`src/rtl/lsu_pkg.sv`:
```
// lsu_pkg: shared definitions for the load/store unit.
//   - ctrl encodings for loads (LB/LH/LW/LBU/LHU) and stores (SB/SH/SW)
//   - FSM state type lsu_state_t and its state constants
//   - latched request struct
//   - lsu_size(): access size in bytes from ctrl[1:0]
//   - BE_W: byte-enable width of one memory word
package lsu_pkg;

    localparam int BE_W = 4;

    localparam logic [2:0] LB  = 3'b000;
    localparam logic [2:0] LH  = 3'b001;
    localparam logic [2:0] LW  = 3'b010;
    localparam logic [2:0] LBU = 3'b100;
    localparam logic [2:0] LHU = 3'b101;
    localparam logic [2:0] SB  = 3'b000;
    localparam logic [2:0] SH  = 3'b001;
    localparam logic [2:0] SW  = 3'b010;

    typedef logic [2:0] lsu_state_t;
    localparam lsu_state_t S_IDLE   = 3'd0;
    localparam lsu_state_t S_ISSUE0 = 3'd1;
    localparam lsu_state_t S_WAIT0  = 3'd2;
    localparam lsu_state_t S_ISSUE1 = 3'd3;
    localparam lsu_state_t S_WAIT1  = 3'd4;
    localparam lsu_state_t S_RESP   = 3'd5;

    typedef struct packed {
        logic        we;
        logic [2:0]  ctrl;
        logic [31:0] wdata;
    } lsu_req_t;

    // 00 -> byte, 01 -> half, anything else -> word (11 is rejected as illegal)
    function automatic logic [2:0] lsu_size(input logic [1:0] sz);
        case (sz)
            2'b00:   lsu_size = 3'd1;
            2'b01:   lsu_size = 3'd2;
            default: lsu_size = 3'd4;
        endcase
    endfunction

endpackage

```
`src/rtl/lsu_align.sv`:
```
// lsu_align: combinational lane logic for one access.
//   in : we, ctrl, off (addr[1:0]), wdata, rdata0/rdata1 (beat words)
//   out: be0/be1, wd0/wd1 (per-beat enables and steered data), split,
//        illegal (bad ctrl), misalign (H at odd / W at non-zero offset),
//        ld_data (shifted and extended load result)
module lsu_align
    import lsu_pkg::*;
(
    input  logic            we,
    input  logic [2:0]      ctrl,
    input  logic [1:0]      off,
    input  logic [31:0]     wdata,
    input  logic [31:0]     rdata0,
    input  logic [31:0]     rdata1,
    output logic [BE_W-1:0] be0,
    output logic [BE_W-1:0] be1,
    output logic [31:0]     wd0,
    output logic [31:0]     wd1,
    output logic            split,
    output logic            illegal,
    output logic            misalign,
    output logic [31:0]     ld_data
);
    logic [2:0]      size;
    logic [BE_W-1:0] mask;
    logic [7:0]      m64;
    logic [63:0]     w64;
    logic [31:0]     r;

    assign size = lsu_size(ctrl[1:0]);
    assign mask = 4'((5'd1 << size) - 5'd1);
    // Spread over two words so that bytes past the word end land in beat 1
    assign m64  = {4'b0, mask} << off;
    assign w64  = {32'b0, wdata} << {off, 3'b000};
    assign be0  = m64[3:0];
    assign be1  = m64[7:4];
    assign wd0  = w64[31:0];
    assign wd1  = w64[63:32];
    assign split = |m64[7:4];

    assign illegal  = we ? (ctrl >= 3'b011) : ((ctrl[1:0] == 2'b11) || (ctrl == 3'b110));
    assign misalign = ((size == 3'd2) && off[0]) || ((size == 3'd4) && (off != 2'b00));

    assign r = 32'({rdata1, rdata0} >> {off, 3'b000});

    always_comb begin
        ld_data = 32'b0;
        case (ctrl)
            LB:      ld_data = {{24{r[7]}}, r[7:0]};
            LBU:     ld_data = {24'b0, r[7:0]};
            LH:      ld_data = {{16{r[15]}}, r[15:0]};
            LHU:     ld_data = {16'b0, r[15:0]};
            LW:      ld_data = r;
            default: ld_data = 32'b0;
        endcase
    end
endmodule

```
`src/rtl/lsu_master.sv`:
```
// lsu_master: single-outstanding load/store initiator to a word-wide memory.
//   core side : req_valid/req_ready/req_we/req_ctrl/req_addr/req_wdata,
//               rsp_valid/rsp_rdata/rsp_err
//   memory    : mem_req/mem_gnt/mem_we/mem_addr/mem_be/mem_wdata,
//               mem_rvalid/mem_rdata
// Word-crossing accesses become two beats (lower word first). With
// LSU_MISALIGN_TRAP_EN defined, misaligned H/W accesses complete with
// err=1 and no memory traffic instead of being split.
module lsu_master
    import lsu_pkg::*;
#(
    parameter int ADDR_W = 32
) (
    input  logic              clk,
    input  logic              rst,
    input  logic              req_valid,
    output logic              req_ready,
    input  logic              req_we,
    input  logic [2:0]        req_ctrl,
    input  logic [ADDR_W-1:0] req_addr,
    input  logic [31:0]       req_wdata,
    output logic              rsp_valid,
    output logic [31:0]       rsp_rdata,
    output logic              rsp_err,
    output logic              mem_req,
    input  logic              mem_gnt,
    output logic              mem_we,
    output logic [ADDR_W-1:0] mem_addr,
    output logic [BE_W-1:0]   mem_be,
    output logic [31:0]       mem_wdata,
    input  logic              mem_rvalid,
    input  logic [31:0]       mem_rdata
);
    lsu_state_t        state;
    lsu_req_t          rq;
    logic [ADDR_W-1:0] rq_addr;
    logic [31:0]       rdata0_q;

    logic              idle;
    logic              a_we;
    logic [2:0]        a_ctrl;
    logic [ADDR_W-1:0] a_addr;
    logic [31:0]       a_wdata;
    logic [31:0]       a_rd0;
    logic [BE_W-1:0]   be0, be1;
    logic [31:0]       wd0, wd1, ld_data;
    logic              split, illegal, misalign, bad;
    logic [ADDR_W-1:0] base;

    // Align on the live request while idle (to issue beat 0 on accept),
    // on the latched copy afterwards.
    assign idle    = (state == S_IDLE);
    assign a_we    = idle ? req_we    : rq.we;
    assign a_ctrl  = idle ? req_ctrl  : rq.ctrl;
    assign a_addr  = idle ? req_addr  : rq_addr;
    assign a_wdata = idle ? req_wdata : rq.wdata;
    // Final beat's word comes straight from the bus; beat 0 from the bus or its capture
    assign a_rd0   = (state == S_WAIT0) ? mem_rdata : rdata0_q;
    assign base    = {a_addr[ADDR_W-1:2], 2'b00};

    lsu_align u_align (
        .we       (a_we),
        .ctrl     (a_ctrl),
        .off      (a_addr[1:0]),
        .wdata    (a_wdata),
        .rdata0   (a_rd0),
        .rdata1   (mem_rdata),
        .be0      (be0),
        .be1      (be1),
        .wd0      (wd0),
        .wd1      (wd1),
        .split    (split),
        .illegal  (illegal),
        .misalign (misalign),
        .ld_data  (ld_data)
    );

`ifdef LSU_MISALIGN_TRAP_EN
    assign bad = illegal | misalign;
`else
    assign bad = illegal;
    logic unused_misalign;
    assign unused_misalign = misalign;
`endif

    always_ff @(posedge clk) begin
        if (rst) begin
            state     <= S_IDLE;
            rq        <= '0;
            rq_addr   <= '0;
            rdata0_q  <= '0;
            req_ready <= 1'b1;
            rsp_valid <= 1'b0;
            rsp_err   <= 1'b0;
            rsp_rdata <= '0;
            mem_req   <= 1'b0;
            mem_we    <= 1'b0;
            mem_addr  <= '0;
            mem_be    <= '0;
            mem_wdata <= '0;
        end else begin
            rsp_valid <= 1'b0;
            case (state)
                S_IDLE: if (req_valid) begin
                    rq        <= '{we: req_we, ctrl: req_ctrl, wdata: req_wdata};
                    rq_addr   <= req_addr;
                    req_ready <= 1'b0;
                    if (bad) begin
                        state     <= S_RESP;
                        rsp_valid <= 1'b1;
                        rsp_err   <= 1'b1;
                        rsp_rdata <= '0;
                    end else begin
                        state     <= S_ISSUE0;
                        mem_req   <= 1'b1;
                        mem_we    <= req_we;
                        mem_addr  <= base;
                        mem_be    <= be0;
                        mem_wdata <= wd0;
                    end
                end
                S_ISSUE0: if (mem_gnt) begin
                    mem_req <= 1'b0;
                    state   <= S_WAIT0;
                end
                S_WAIT0: if (mem_rvalid) begin
                    rdata0_q <= mem_rdata;
                    if (split) begin
                        state     <= S_ISSUE1;
                        mem_req   <= 1'b1;
                        mem_addr  <= base + ADDR_W'(4);
                        mem_be    <= be1;
                        mem_wdata <= wd1;
                    end else begin
                        state     <= S_RESP;
                        rsp_valid <= 1'b1;
                        rsp_err   <= 1'b0;
                        rsp_rdata <= rq.we ? 32'b0 : ld_data;
                    end
                end
                S_ISSUE1: if (mem_gnt) begin
                    mem_req <= 1'b0;
                    state   <= S_WAIT1;
                end
                S_WAIT1: if (mem_rvalid) begin
                    state     <= S_RESP;
                    rsp_valid <= 1'b1;
                    rsp_err   <= 1'b0;
                    rsp_rdata <= rq.we ? 32'b0 : ld_data;
                end
                S_RESP: begin
                    state     <= S_IDLE;
                    req_ready <= 1'b1;
                    rsp_err   <= 1'b0;
                    rsp_rdata <= '0;
                end
                default: begin
                    state     <= S_IDLE;
                    req_ready <= 1'b1;
                    mem_req   <= 1'b0;
                end
            endcase
        end
    end
endmodule

```
`config.mk`:
```
export PLATFORM = sky130hd
export DESIGN_NAME = lsu_master
export DESIGN_NICKNAME = d
export VERILOG_FILES = /design/src/rtl/lsu_pkg.sv /design/src/rtl/lsu_align.sv /design/src/rtl/lsu_master.sv
export SDC_FILE = /design/constraint.sdc
export NUM_CORES = 1
export LEC_CHECK = 0
export CAP_MARGIN = 20
export CORE_UTILIZATION = 38
export DETAILED_ROUTE_END_ITERATION = 8
export SYNTH_ARGS = -nofsm -noshare
export SYNTH_HDL_FRONTEND = slang
export SYNTH_SLANG_ARGS = --single-unit
```
`constraint.sdc`:
```
create_clock -name clk -period 4.6 [get_ports clk]
set_input_delay 0.92 -clock clk [delete_from_list [all_inputs] [get_ports clk]]
set_output_delay 0.92 -clock clk [all_outputs]
set_load 0.05 [all_outputs]
```
== After elaboration in Yosys (flattened, before gate mapping) ==
Cells that the tools add are included.

* $add $sub $neg: 2
* Magnitude comparators: 1
* Equality and inequality tests: 22
* Shift-type cells: 4
* Muxes and demuxes: 58
* Bitwise logic cells: 3
* Reductions and logical operators: 18

{| class="wikitable"
|+ Operators with widths
! operator !! number
|-
| 32-bit two-way mux || 17
|-
| 32-bit one-hot mux with 5 select lines || 1
|-
| 32-bit one-hot mux with 2 select lines || 2
|-
| 32-bit one-hot mux with 4 select lines || 1
|-
| 32-bit by 5-bit << shifter with 64-bit output || 1
|-
| 64-bit by 5-bit >> shifter with 32-bit output || 1
|-
| 32-bit by 3-bit adder with 32-bit output (second input constant) || 1
|-
| 3-bit two-way mux || 8
|-
| 1-bit two-way mux || 18
|-
| 4-bit two-way mux || 4
|-
| 2-bit != test (second input constant) || 8
|-
| 3-bit equality test (second input constant) || 5
|-
| 3-bit one-hot mux with 5 select lines || 1
|-
| 6-bit AND reduction || 2
|-
| 5-bit AND reduction || 2
|-
| 3-bit by 2-bit equality test with 1-bit output (second input constant) || 3
|-
| 1-bit one-hot mux with 4 select lines || 2
|-
| 4-bit one-hot mux with 2 select lines || 1
|-
| 4-bit OR reduction || 2
|-
| 4-bit by 2-bit << shifter with 8-bit output || 1
|-
| 3-bit by 1-bit equality test with 1-bit output (second input constant) || 2
|-
| 3-bit zero test || 2
|-
| 3-bit one-hot mux with 2 select lines || 1
|-
| 2-bit AND reduction || 3
|-
| 15 further kinds || 19
|}

* Register bits: 208
* Output and inout bits: 105
* Word-level logic and storage cells: 123

== Depth between registers and ports, before layout ==
* Word-level depth: 11
* Gate-level depth with buffers: 15
* Gate-level depth less buffers: 10

== Hierarchy ==
From an unflattened synthesis, not the netlist that was laid out.

* Cells, all modules: 1598
* Area total of the unflattened synthesis: 12149.2 µm²

{| class="wikitable"
|+ By module, submodules not included
! module !! instances !! cells an instance !! area an instance (µm²) !! seq. area each (µm²)
|-
| lsu_master || 1 || 1324 || 9794.4 || 4124.0
|-
| lsu_align || 1 || 274 || 2354.8 || 0.0
|}

== Worst setup path before layout ==
No wires, ideal clock.

* Kind: flip-flop to flip-flop
* Start: reg state[2]
* End: reg mem_addr[28]
* Setup time: 70 ps
* Data arrival time: 3138 ps
* Setup slack: 1391 ps
* Stages on the path, launching flop included: 16
* Path buffers: 5
* Period minus slack after synthesis: 3209 ps
* Cell sequence: dfxtp_1 -> buf_6 -> nor3_2 -> buf_2 -> buf_2 -> buf_2 -> buf_2 -> nand2_1 -> nand2_1 -> ha_1 -> nand2_1 -> nor2_2 -> o211ai_2 -> o31a_1 -> or3_1 -> a21oi_1

* Longest elaborated chain between the ends: 10
* Elaborated cells on any way between the ends: 29
* Classes of those cells: 2 x add/sub; 1 x order compare; 8 x eq/ne; 2 x shift; 10 x mux; 6 x reduce/logical

{| class="wikitable"
|+ Ends and longest elaborated chain
! element !! line !! RTL
|-
| start: declaration || lsu_master.sv:34 || <nowiki>lsu_state_t state;</nowiki>
|-
| start signal: assignment || lsu_master.sv:88 || <nowiki>state <= S_IDLE;</nowiki>
|-
| start signal: assignment || lsu_master.sv:109 || <nowiki>state <= S_RESP;</nowiki>
|-
| start signal: assignment || lsu_master.sv:114 || <nowiki>state <= S_ISSUE0;</nowiki>
|-
| 3-bit zero test || lsu_master.sv:52, lsu_master.sv:103 ||
|-
| 3-bit two-way mux || lsu_master.sv:54 || <nowiki>assign a_ctrl = idle ? req_ctrl : rq.ctrl;</nowiki>
|-
| 2-bit by 1-bit equality test with 1-bit output or 2-bit zero test (tied branches) || lsu_pkg.sv:36 || <nowiki>case (sz)</nowiki>
|-
| 3-bit one-hot mux with 2 select lines || lsu_pkg.sv:36 ||
|-
| 1-bit by 3-bit << shifter with 4-bit output || lsu_align.sv:31 || <nowiki>assign mask = 4'((5'd1 << size) - 5'd1);</nowiki>
|-
| 4-bit by 1-bit subtractor with 4-bit output || lsu_align.sv:31 ||
|-
| 4-bit by 2-bit << shifter with 8-bit output || lsu_align.sv:33 || <nowiki>assign m64 = {4'b0, mask} << off;</nowiki>
|-
| 4-bit OR reduction || lsu_align.sv:39 || <nowiki>assign split = |m64[7:4];</nowiki>
|-
| 2-bit != test (no line) || - ||
|-
| 5-bit AND reduction (no line) || - ||
|-
| end signal: assignment || lsu_master.sv:117 || <nowiki>mem_addr <= base;</nowiki>
|-
| end signal: assignment || lsu_master.sv:131 || <nowiki>mem_addr <= base + ADDR_W'(4);</nowiki>
|-
| end: declaration || lsu_master.sv:28 || <nowiki>output logic [ADDR_W-1:0] mem_addr,</nowiki>
|}

Several ways; a longest one is shown, not always the timed one. The select of a mux whose other input is x is not followed.
A chain may end at the register's enable or synchronous reset.

== Final worst setup path ==
* Start: reg state[1]
* End: reg rsp_rdata[18]

* Longest elaborated chain between the ends: 10
* Elaborated cells on any way between the ends: 39
* Classes of those cells: 1 x add/sub; 1 x order compare; 15 x eq/ne; 3 x shift; 12 x mux; 7 x reduce/logical

{| class="wikitable"
|+ Ends and longest elaborated chain
! element !! line !! RTL
|-
| 3-bit zero test || lsu_master.sv:52, lsu_master.sv:103 ||
|-
| 3-bit two-way mux || lsu_master.sv:54 ||
|-
| 2-bit by 1-bit equality test with 1-bit output or 2-bit zero test (tied branches) || lsu_pkg.sv:36 ||
|-
| 3-bit one-hot mux with 2 select lines || lsu_pkg.sv:36 ||
|-
| 1-bit by 3-bit << shifter with 4-bit output || lsu_align.sv:31 ||
|-
| 4-bit by 1-bit subtractor with 4-bit output || lsu_align.sv:31 ||
|-
| 4-bit by 2-bit << shifter with 8-bit output || lsu_align.sv:33 ||
|-
| 4-bit OR reduction || lsu_align.sv:39 ||
|-
| 2-bit != test (no line) || - ||
|-
| 6-bit AND reduction (no line) || - ||
|-
| end signal: assignment || lsu_master.sv:138 || <nowiki>rsp_rdata <= rq.we ? 32'b0 : ld_data;</nowiki>
|-
| end signal: assignment || lsu_master.sv:149 || <nowiki>rsp_rdata <= rq.we ? 32'b0 : ld_data;</nowiki>
|-
| end: declaration || lsu_master.sv:23 || <nowiki>output logic [31:0] rsp_rdata,</nowiki>
|}

Several ways; a longest one is shown, not always the timed one. The select of a mux whose other input is x is not followed.

==> reports/metrics.cfg <==
[outcome]
status=complete, no violations

[finish]
area_growth_syn_to_layout_pct=25.5
n_antenna_cell=0
mostFrequentLayoutCells=nand2_1 (406), clkdlybuf4s50_1 (205), dfxtp_1 (205)
nets=1818
final_common_cell=nand2_1
fin_cells=2124
layout-drive-gt1-share_pct=7.47
finalInstanceArea_um2=14900
nFillCells=2988

[detailed_routing]
drc_errors=0
via_per_inst=5.76
routed_wirelength_um=40500
drt_pass1_iterations=6
antenna_left=0
wl_per_cell_um=19.1
drt_iter0_markers=1061
vias=12200

[sta]
slew_headroom_pct=30.8
fin_crit_ns=3.55
worstMarginPinSlew_ns=1.04
setup_viol=0
fin_setup_tns_ns=0
finClkSkew_ns=0.0113
holdWs_ns=0.451
fin_crit_sh_pct=77.2
finalHoldViolCount=0
timing.fmax_mhz=281
drv_slew=0
setup_slack_ns=1.05
rsz0062_at_grt=false

[yosys]
ys_warn_count=0
ys_ff_latch=206
synthesis.area_um2=11900
synth_cell_types=76
ys_seq_area_share_pct=34.7
yosysTopAreaCell=dfxtp_1
yosysTopAreaCellShare_pct=34.7
yosys_most_used_dff=dfxtp_1
synth_edf_count=0
synth.avg_cell_area_um2=7.49
synth_async_sr_flop_share_pct=0
syn_inst=1586
yosys-top-cells-area=dfxtp_1 (35%), nand2_1 (13%), mux2i_1 (10%), a21oi_1 (7.2%), o21ai_0 (3.1%)

[grt]
grt-ovfl-total=0
grt_pass1_wl_um=62600
grt_max_degree=70
grt_usage_pct=24.8
grt_pass1_vias=11200
antenna_found_initial=0

[place]
routabilityCongestion=0.855
dpl_cell_area_um2=14100
pre_cts_ws_ns=0.610
port_buffers=207
place.detailed.hpwl_um=26900
post-place-cells=2080

[worst_hold_path]
hold_class=reg -> reg
min_path_cells=2

[floorplanning]
die_w_um=179
ios=210
start_util_pct=38.7
die_y_um=179
core_um2=30700
dieArea_um2=32000
rows=64

[power]
power_density_nw_per_um2=389
max-vdd-ir-drop_mv=0.315
p_leak_nw=5.35

[critical_path]
start_kind=flip-flop
path_max_fanout=51
arrival_ns=4.03
worstSetupPathType=reg -> reg
r2r.worst_path.cells=7
crit_path_end_kind=flip-flop
crit_required_ns=5.07

[clocking]
cts_buffer_depth=3
ctsResizeCount=0
post_cts_buffers=0
clockRootBuffer=clkbuf_16
cts_htree_levels=1
cts_sinks=206
cts_hold_buf=0
cts_tree=yes
clkTransAtPathRegs_ns=0.05
cts_inserted_buffers=26
worstSkewPairLatency_ns=0.54

[job]
cap_violations=0

## cells in the mapped netlist (10+ instances only)
cell / number
a21oi_1: 170
a22oi_1: 20
a311oi_1: 10
a31oi_1: 28
and3_1: 14
buf_1: 13
buf_2: 27
clkbuf_1: 87
dfxtp_1: 206
mux2_2: 29
mux2i_1: 121
nand2_1: 408
nand2b_1: 12
nand3_1: 53
nand4_1: 21
nor2_1: 80
nor3_1: 30
o211ai_1: 10
o21ai_0: 73
o22ai_1: 17
xor2_1: 15
## power breakdown
| part | internal (W) | switching (W) | leakage [nW] | total [W] |
|---|---|---|---|---|
| registers | 0.00191 | 0.000131 | 1.68 | 0.00204 |
| clock network | 0.00115 | 0.000791 | 0.397 | 0.00194 |
| logic | 0.000646 | 0.00117 | 3.27 | 0.00181 |
## metrics by stage
step | total power [W] | util [%]
final | 0.00579 | 48.6
after detailed placement | 0.00388 | 46.0
after global placement | 0.00386 | 45.9
after global routing | 0.00606 | 48.6
after floorplan | 0.00331 | -
after CTS | 0.00581 | 48.6
## path summary, 6_finish.rpt
path	startpoint	end	slack [ns]
min	mem_addr[6]	mem_addr[6]	0.45
max	state[1]	rsp_rdata[18]	1.05
min reg2reg	mem_addr[6]	mem_addr[6]	0.45
max reg2reg	state[1]	rsp_rdata[18]	1.05
## flip-flops by register name (all words and copies together), names as in the netlist
register and cells:
mem_addr 30, mem_be 4, mem_req 1, mem_wdata 32, mem_we 1, rdata0_q 32
req_ready 1, rq 36, rq_addr 32, rsp_err 1, rsp_rdata 32, rsp_valid 1
state 3
## worst max-delay path: stages (launching register included)
cell and delay (ns):
dfxtp_1 0.84, buf_4 0.37, or4b_1 0.26, and2_4 0.59, nand3_1 0.22, a2bb2o_1 0.38, a21oi_1 0.63, nand2b_1 0.19
## logic make-up (layout without fill, tap and decap cells)
| group | Yosys count | count (layout) | synth area share [%] |
|---|---|---|---|
| buffers and inverters | 147 | 288 | 5.45 |
| xor gates and xnor gates | 19 | 19 | 1.40 |
| and+or+nand+nor | 669 | 669 | 24.8 |
| AOI/OAI and AO/OA | 393 | 393 | 20.5 |
| other | 1 | 2 | 0.0316 |
| muxes | 150 | 150 | 12.9 |
| DFF | 206 | 206 | 34.7 |
| adders and majority gates | 1 | 1 | 0.105 |
## metal layers
layer | wire [µm] | vias to the layer above | GRT usage, %
met3 | 2780 | 83 | 3.50
met1 | 18300 | 5823 | 34.8
li1 | - | 5865 | -
met2 | 18100 | 462 | 38.8
met5 | 0 | - | 0
met4 | 1280 | 0 | 8.19
## layout make-up
class                      instances  area [µm²]  area share, %
timing repair buffer             236        2310           15.5
clock buffer                      39         771           5.17
inverter                           8        30.0          0.202
tap                              396         495           3.33
sequential                       206        4130           27.7
multi-input combinational       1234        7140           47.9
clock inverter                     5        28.8          0.193
Note: power is estimated with default switching activity, not from simulation.
